==> src/rtl/operand_stage.sv <==
// operand_stage: issue stage in front of the 8-bit ALU.
//
// Accepts 12-bit two-address instructions over a valid/ready handshake,
// reads operands from an 8x8 register file, and registers opcode and
// operands into the ALU. The ALU's registered result is written back to the
// destination register two edges after issue. A two-stage pending pipe
// tracks in-flight destinations: a hit on P1 stalls issue, and a hit on P2
// is served by write-through from alu_result.
//
// Ports:
//   clk, reset        - clock; synchronous active-low reset
//   instr             - [11:8] opcode, [7] s_or_c, [6:4] rd/rs1, [3:1] rs2,
//                       [0] ignored
//   instr_valid/ready - issue handshake
//   alu_in1/in2       - registered operands to the ALU
//   alu_opcode        - registered opcode (NOP_OPCODE when idle)
//   alu_s_or_c        - registered s_or_c
//   alu_result        - ALU registered result, written back
//   ld_en/addr/data   - host register load; ld_ready when accepted
//   dbg_addr/dbg_data - combinational debug read with write-through
//   busy              - a writeback is pending
//   stall_cnt         - saturating stall counter, present only when
//                       OPERAND_STAGE_STALL_CNT_EN is defined
module operand_stage #(
   parameter int unsigned DATA_W     = 8,
   parameter int unsigned NUM_REGS   = 8,
   parameter logic [3:0]  NOP_OPCODE = 4'hF
) (
   input  logic              clk,
   input  logic              reset,
   input  logic [11:0]       instr,
   input  logic              instr_valid,
   output logic              instr_ready,
   output logic [DATA_W-1:0] alu_in1,
   output logic [DATA_W-1:0] alu_in2,
   output logic [3:0]        alu_opcode,
   output logic              alu_s_or_c,
   input  logic [DATA_W-1:0] alu_result,
   input  logic              ld_en,
   input  logic [2:0]        ld_addr,
   input  logic [DATA_W-1:0] ld_data,
   output logic              ld_ready,
   input  logic [2:0]        dbg_addr,
   output logic [DATA_W-1:0] dbg_data,
   output logic              busy
`ifdef OPERAND_STAGE_STALL_CNT_EN
   ,
   output logic [15:0]       stall_cnt
`endif
);

   logic [DATA_W-1:0] regs_q [NUM_REGS];

   logic       p1_valid_q, p2_valid_q;
   logic [2:0] p1_rd_q, p2_rd_q;

   logic [3:0]  opcode;
   logic        s_or_c;
   logic [2:0]  rs1, rs2;
   logic        unused_instr_bit;

   logic [DATA_W-1:0] rs1_data, rs2_data;
   logic              accept, ld_fire, hazard;

   assign opcode           = instr[11:8];
   assign s_or_c           = instr[7];
   assign rs1              = instr[6:4];
   assign rs2              = instr[3:1];
   assign unused_instr_bit = instr[0];

   // Reads bypass the array when the register is about to be written at the
   // next edge, so a P2 match never needs a stall.
   always_comb begin
      rs1_data = regs_q[rs1];
      rs2_data = regs_q[rs2];
      dbg_data = regs_q[dbg_addr];
      if (p2_valid_q && (rs1 == p2_rd_q))      rs1_data = alu_result;
      if (p2_valid_q && (rs2 == p2_rd_q))      rs2_data = alu_result;
      if (p2_valid_q && (dbg_addr == p2_rd_q)) dbg_data = alu_result;
   end

   // P1's result is not yet on alu_result, so a P1 match must wait a cycle.
   assign hazard      = p1_valid_q && ((rs1 == p1_rd_q) || (rs2 == p1_rd_q));
   assign instr_ready = reset && !hazard;
   assign accept      = instr_valid && instr_ready;
   assign busy        = p1_valid_q || p2_valid_q;

   // Issue has priority; a load only goes in with the pipe empty, so it can
   // never collide with a writeback.
   assign ld_ready = reset && !busy && !accept;
   assign ld_fire  = ld_en && ld_ready;

   always_ff @(posedge clk) begin
      if (!reset) begin
         alu_in1    <= '0;
         alu_in2    <= '0;
         alu_opcode <= '0;
         alu_s_or_c <= 1'b0;
         p1_valid_q <= 1'b0;
         p1_rd_q    <= '0;
         p2_valid_q <= 1'b0;
         p2_rd_q    <= '0;
      end else begin
         if (accept) begin
            alu_in1    <= rs1_data;
            alu_in2    <= rs2_data;
            alu_opcode <= opcode;
            alu_s_or_c <= s_or_c;
            p1_valid_q <= (opcode != NOP_OPCODE);
            p1_rd_q    <= rs1;
         end else begin
            // Operands hold; NOP keeps the ALU recomputing harmlessly.
            alu_opcode <= NOP_OPCODE;
            p1_valid_q <= 1'b0;
            p1_rd_q    <= '0;
         end
         p2_valid_q <= p1_valid_q;
         p2_rd_q    <= p1_rd_q;
      end
   end

   always_ff @(posedge clk) begin
      if (!reset) begin
         for (int i = 0; i < NUM_REGS; i++) regs_q[i] <= '0;
      end else begin
         if (p2_valid_q) regs_q[p2_rd_q] <= alu_result;
         if (ld_fire)    regs_q[ld_addr] <= ld_data;
      end
   end

`ifdef OPERAND_STAGE_STALL_CNT_EN
   logic [15:0] stall_cnt_q;

   always_ff @(posedge clk) begin
      if (!reset) begin
         stall_cnt_q <= '0;
      end else if (instr_valid && !instr_ready && (stall_cnt_q != 16'hFFFF)) begin
         stall_cnt_q <= stall_cnt_q + 16'd1;
      end
   end

   assign stall_cnt = stall_cnt_q;
`endif

endmodule
==> config.mk <==
export PLATFORM = sky130hd
export DESIGN_NAME = operand_stage
export DESIGN_NICKNAME = d
export VERILOG_FILES = /design/src/rtl/operand_stage.sv
export SDC_FILE = /design/constraint.sdc
export NUM_CORES = 1
export LEC_CHECK = 0
export ABC_AREA = 0
export ABC_CLOCK_PERIOD_IN_PS = 5700
export CELL_PAD_IN_SITES_DETAIL_PLACEMENT = 0
export CELL_PAD_IN_SITES_GLOBAL_PLACEMENT = 1
export CORE_MARGIN = 1
export CORE_UTILIZATION = 30
export CTS_CLUSTER_SIZE = 40
export DETAILED_ROUTE_END_ITERATION = 10
export HOLD_SLACK_MARGIN = 0.05
export PLACE_DENSITY_LB_ADDON = 0.08
export SYNTH_ARGS = -nofsm -noshare
export SYNTH_HDL_FRONTEND = slang
export SYNTH_SLANG_ARGS = --single-unit
==> constraint.sdc <==
create_clock -name clk -period 5.7 [get_ports clk]
set_clock_uncertainty 0.1 [all_clocks]
set_input_delay 1.14 -clock clk [delete_from_list [all_inputs] [get_ports clk]]
set_output_delay 1.14 -clock clk [all_outputs]
set_load 0.03 [all_outputs]
Word-level counts from Yosys, hierarchy flattened
Memories as Yosys holds them, arrays and structs flattened. A register that Yosys moved wholly into a read port is not among the register bits.
Index checks and enable logic that the tools add are counted.
- equality and inequality tests: 4
- muxes and demuxes: 15
- reduce and logical (&&, ||, !) cells: 17
- operators by type and width (kind ; number):
    $mux 8 ; 3
    $reduce_or 8->1 ; 2
    $eq 3x3->1 ; 3
    $mux 1 ; 9
    $logic_and 1x1->1 ; 7
    $mux 3 ; 2
    $logic_not 1->1 ; 5
    $mux 4 ; 1
    $ne 4x4->1 const B ; 1
    $logic_or 1x1->1 ; 2
    $reduce_and 2->1 ; 1
- register bits after elaboration: 13
- memory bits (writable): 64
- bits of input ports: 38
- output and inout bits: 32
- logic and storage cells: 43
- memories: 1
- memories (memory ; depth ; bits a word ; rd ports ; clocked after Yosys merged registers in ; write ports ; RTL line ; RTL):
    regs_q ; 8 ; 8 ; 3 ; 2 ; 8 ; 52 ; logic [DATA_W-1:0] regs_q [NUM_REGS];

Logic depth before layout (Yosys ltp)
- word-level depth: 14
- mapped depth: 9
- gate-level depth less buffers: 7

Worst setup path after synthesis
OpenSTA, ideal clock, no wires.
- path type: input -> output
- from: input dbg_addr[0]
- to: output dbg_data[0]
- data arrival time: 2.805 ns
- required time: 4.460 ns
- setup slack: 1.655 ns
- stages: 6
- path buffers: 3
- cell sequence: buf_2 -> buf_2 -> xnor2_1 -> nand4_1 -> clkbuf_1 -> a21oi_1
- cells in the longest elaborated chain, start to end: 3
- elaborated cells between the ends (all ways): 4
- classes of those cells: eq/ne: 1; mux: 1; reduce/logical: 1; memory: 1
- RTL lines (element ; RTL line ; RTL):
    start: declaration ; 43 ; input logic [2:0] dbg_addr,
    branches (longest 2 deep; another with $mem_v2 8x8) ; - ;
    $mux 8 (*) ; 79 ; if (p2_valid_q && (dbg_addr == p2_rd_q)) dbg_data = alu_result;
    end: declaration ; 44 ; output logic [DATA_W-1:0] dbg_data,
Every way passes the cells marked *.

Final worst setup path
- from: input dbg_addr[0]
- to: output dbg_data[7]
The elaborated chain is that of the path after synthesis.

==> impl_metrics.csv <==
group,metric,value,unit
worst_setup_path,required,4.46,ns
final_layout,area_grow_syn2layout,24.1,%
final_layout,final-instance-count-excl-fill,717,
power_and_ir_drop,design_power_total,1.81,mW
clock_tree,clockBufferDepth,2,
worst_setup_path,worst_reg_to_reg_path_cell_count,7,
worst_setup_path,worst-endpoint-arrival,3.49,ns
final_layout,utilization,38.1,%
clock_tree,clkTransAtPathRegs,0.06,ns
logic_synthesis,synth.ff_latch_count,93,
final_layout,multi_input_area,2670,um^2
worst_hold_path,cell_depth_of_the_worst_hold_path,2,
route,drtPass1Iterations,4,
global_routing,remaining_global_route_overflow,0,
clock_tree,tritoncts,"built",
route,routed_wl,16.8,mm
worst_setup_path,critical-path-max-stage-delay,0.60,ns
power_and_ir_drop,p_seq_share,42.9,%
power_and_ir_drop,power_frac_clock,38.2,%
clock_tree,cts_post_setup_buffers_inserted,0,
logic_synthesis,synth_fp_nets,461,
worst_setup_path,cp-end-kind,"primary output",
power_and_ir_drop,internal_power,1.34,mW
global_routing,grt_usage,19.6,%
global_routing,grt_pass1_vias,3823,
clock_tree,cts_hold_buffers,0,
global_routing,wire_length_of_the_first_global_routing_pass,24.9,mm
timing,setup_repair_after_global_routing_missed_its_margin,"false",
power_and_ir_drop,leakage_power_total,2.36,nW
timing,min_period,4.73,ns
route,final_antenna_net_count,0,
timing,slew_headroom,37.5,%
worst_hold_path,hold_path.startpoint,"alu_in1[3]",
clock_tree,cts_num_sinks,93,
route,drt-wirelength-per-cell,23.4,um
final_layout,layout.area.seq,2500,um^2
floorplan,placementRows,48,
power_and_ir_drop,switching_share_of_power,26.1,%
clock_tree,cts_made_buffers,9,
final_layout,fin_nets,525,
worst_setup_path,crit_path_max_fanout,17,
placed_design,place.port_buffers,68,
floorplan,die_width,135,um
floorplan,core,17300,um^2
worst_setup_path,timing.rr.start,"p2_valid_q",
floorplan,ioPinCount,70,
worst_setup_path,regToRegSetupSlack,2.50,ns
logic_synthesis,synthCells,423,
outcome,outcome,"finished, final reports clean",
worst_setup_path,critPathTopFamily,"buffers and inverters",
floorplan,fp.dieArea,18200,um^2
power_and_ir_drop,power.net_switching,0.472,mW
placed_design,pre_cts_slack,0.927,ns
worst_hold_path,worst_hold_path.endpoint,"alu_in1[3]",
worst_setup_path,critPathMostFrequentCell,"sky130_fd_sc_hd__clkdlybuf4s50_1",
flow_run,max-cap-violations,0,
worst_setup_path,r2r_end,"regs_q[2][0]",
route,initialDrtViolationCount,209,
logic_synthesis,syn_area,5310,um^2
clock_tree,clock_latency,0.35,ns
clock_tree,cts_root_buf,"sky130_fd_sc_hd__clkbuf_16",
floorplan,floorplan.initialDensity,30.7,%
timing,achievable-frequency,212,MHz
final_layout,antenna_cells,0,
logic_synthesis,avgSynthCellArea,12.6,um^2
floorplan,die-height,135,um
placed_design,dp_cells,701,
timing,worst_pin_slew,0.931,ns
power_and_ir_drop,p_per_area,274,nW/um^2
clock_tree,cts_repair_resize_count,0,
timing,final_max_slew_viol_count,0,
timing,final.period_utilization,82.9,%
power_and_ir_drop,worst_ir_drop_vdd,0.149,mV
timing,final.setup.worst_slack,0.973,ns
final_layout,num-fill-cells,1671,
route,vias,3794,
final_layout,fin_area,6600,um^2
power_and_ir_drop,comb_power_share,18.9,%
worst_hold_path,worst_hold_path_type,"reg -> reg",
timing,final.hold.worst_slack,0.359,ns
placed_design,globalplace.congestion,0.764,
placed_design,detailedPlacementHpwl,11.4,mm
timing,report.final.setup_viol,0,
worst_setup_path,critical_path_buf_inv_count,3,
worst_setup_path,worst_path_max_delay_cell,"sky130_fd_sc_hd__clkdlybuf4s50_1",
timing,final.setup.tns,0,ns
logic_synthesis,synthDistinctLibCells,47,
timing,finalHoldViolations,0,
global_routing,largest_net_degree_at_the_start_of_global_routing,41,
worst_setup_path,setup.worst_path.start_class,"primary input",
clock_tree,htree_levels,3,
worst_setup_path,critical_path.cell_chain,"clkdlybuf4s50_1 -> buf_4 -> mux4_2 -> mux2i_1 -> a21oi_1 -> clkdlybuf4s50_1",
global_routing,grt_antenna_before_repair,0,
worst_setup_path,path_depth,6,
final_layout,drive_above_1_share,20.7,%
placed_design,dpl_cell_area,6250,um^2
logic_synthesis,synth-seq-area-share,47.1,%
logic_synthesis,synth-warning-count,0,
route,drcViolationCount,0,
route,drt-vias-per-instance,5.29,
worst_setup_path,worstSetupPathType,"in -> out",
-- synth_stat cells (all sizes together) --
library cell / number / share of area [%]
nand2: 23 / 1.8
a32o: 8 / 1.5
a31oi: 8 / 0.94
clkbuf: 18 / 1.3
and3b: 1 / 0.16
buf: 10 / 0.97
o21ai: 22 / 2.2
mux2: 8 / 1.7
o21a: 5 / 0.85
and3: 3 / 0.35
nor3: 5 / 0.47
o22ai: 1 / 0.12
a21boi: 1 / 0.21
mux2i: 32 / 6.8
inv: 6 / 0.47
or2: 1 / 0.12
xnor2: 6 / 0.99
nand4: 1 / 0.12
a311oi: 2 / 0.45
nor2: 76 / 5.4
or4b: 1 / 0.19
a41oi: 1 / 0.16
o211ai: 1 / 0.14
mux4: 48 / 20
xor2: 7 / 1.3
edfxtp: 64 / 36
o2111ai: 1 / 0.16
and2: 6 / 0.71
o22a: 2 / 0.33
a22oi: 1 / 0.14
dfxtp: 29 / 11
a21oi: 8 / 0.75
nand3: 14 / 1.3
a2bb2oi: 2 / 0.33
o211a: 1 / 0.19
-- registers in the layout, summed over array words and instances (netlist names) --
signal / flops
alu_in1: 8
alu_in2: 8
alu_opcode: 4
alu_s_or_c: 1
p1_rd_q: 3
p1_valid_q: 1
p2_rd_q: 3
p2_valid_q: 1
regs_q: 64
-- routing by layer --
| layer | up-vias | global-route usage (%) | routed length [um] |
|---|---|---|---|
| li1 | 1758 | - | - |
| met1 | 1913 | 24.8 | 7030 |
| met2 | 103 | 33.2 | 8430 |
| met3 | 20 | 3.79 | 902 |
| met4 | 0 | 6.80 | 397 |
| met5 | - | 0 | 0 |
-- layout by cell type (no fill, tap or decap), drive strengths merged, types with 3 or more instances in the layout --
cell / count
a31oi: 8
nor2: 76
dfxtp: 29
nand2: 23
xor2: 7
and3: 3
nand3: 14
buf: 13
a21oi: 8
edfxtp: 64
nor3: 5
mux4: 48
o21ai: 22
inv: 6
a32o: 8
clkbuf: 10
mux2i: 32
mux2: 8
bufinv: 3
and2: 6
xnor2: 6
o21a: 5
clkdlybuf4s50: 68
-- area by class of cell --
cell class / count / share of cell area (%)
sequential: 93 / 37.9
timing repair buffer: 81 / 11.8
tap: 225 / 4.27
multi-input combinational: 296 / 40.4
clock buffer: 10 / 3.47
inverter: 6 / 0.379
clock inverter: 6 / 1.69
-- worst min-delay path: stages (launching register included) --
cell and delay, ns:
sky130_fd_sc_hd__dfxtp_1 0.31, sky130_fd_sc_hd__nand3_1 0.06, sky130_fd_sc_hd__o21ai_1 0.05
-- how the worst max path moves through the flow --
| stage | start | to | slack [ns] |
|---|---|---|---|
| 2_1_floorplan | dbg_addr[0] | dbg_data[0] | 1.66 |
| 3_3_place_gp | dbg_addr[0] | dbg_data[2] | 0.91 |
| 6_report | dbg_addr[0] | dbg_data[7] | 0.97 |
| 4_1_cts | dbg_addr[0] | dbg_data[2] | 0.92 |
| 3_5_place_dp | dbg_addr[0] | dbg_data[2] | 0.93 |
| 5_1_grt | dbg_addr[0] | dbg_data[2] | 0.87 |
-- power groups by stage --
stage / Combinational [mW] / Clock [mW] / Sequential (mW)
2_1_floorplan: 0.183 / 0 / 0.809
3_5_place_dp: 0.345 / 0 / 0.790
5_1_grt: 0.363 / 0.728 / 0.780
3_3_place_gp: 0.344 / 0 / 0.789
6_report: 0.341 / 0.691 / 0.775
4_1_cts: 0.346 / 0.707 / 0.775
-- kinds of logic after synthesis --
family	count (synthesis)	share of synthesized area, %
xor+xnor	13	2.28
flops	93	47.1
mux	88	28.8
buf+inv	34	2.71
simple gates	131	10.6
compound gates	64	8.50
(Power assumes the default switching activity.)
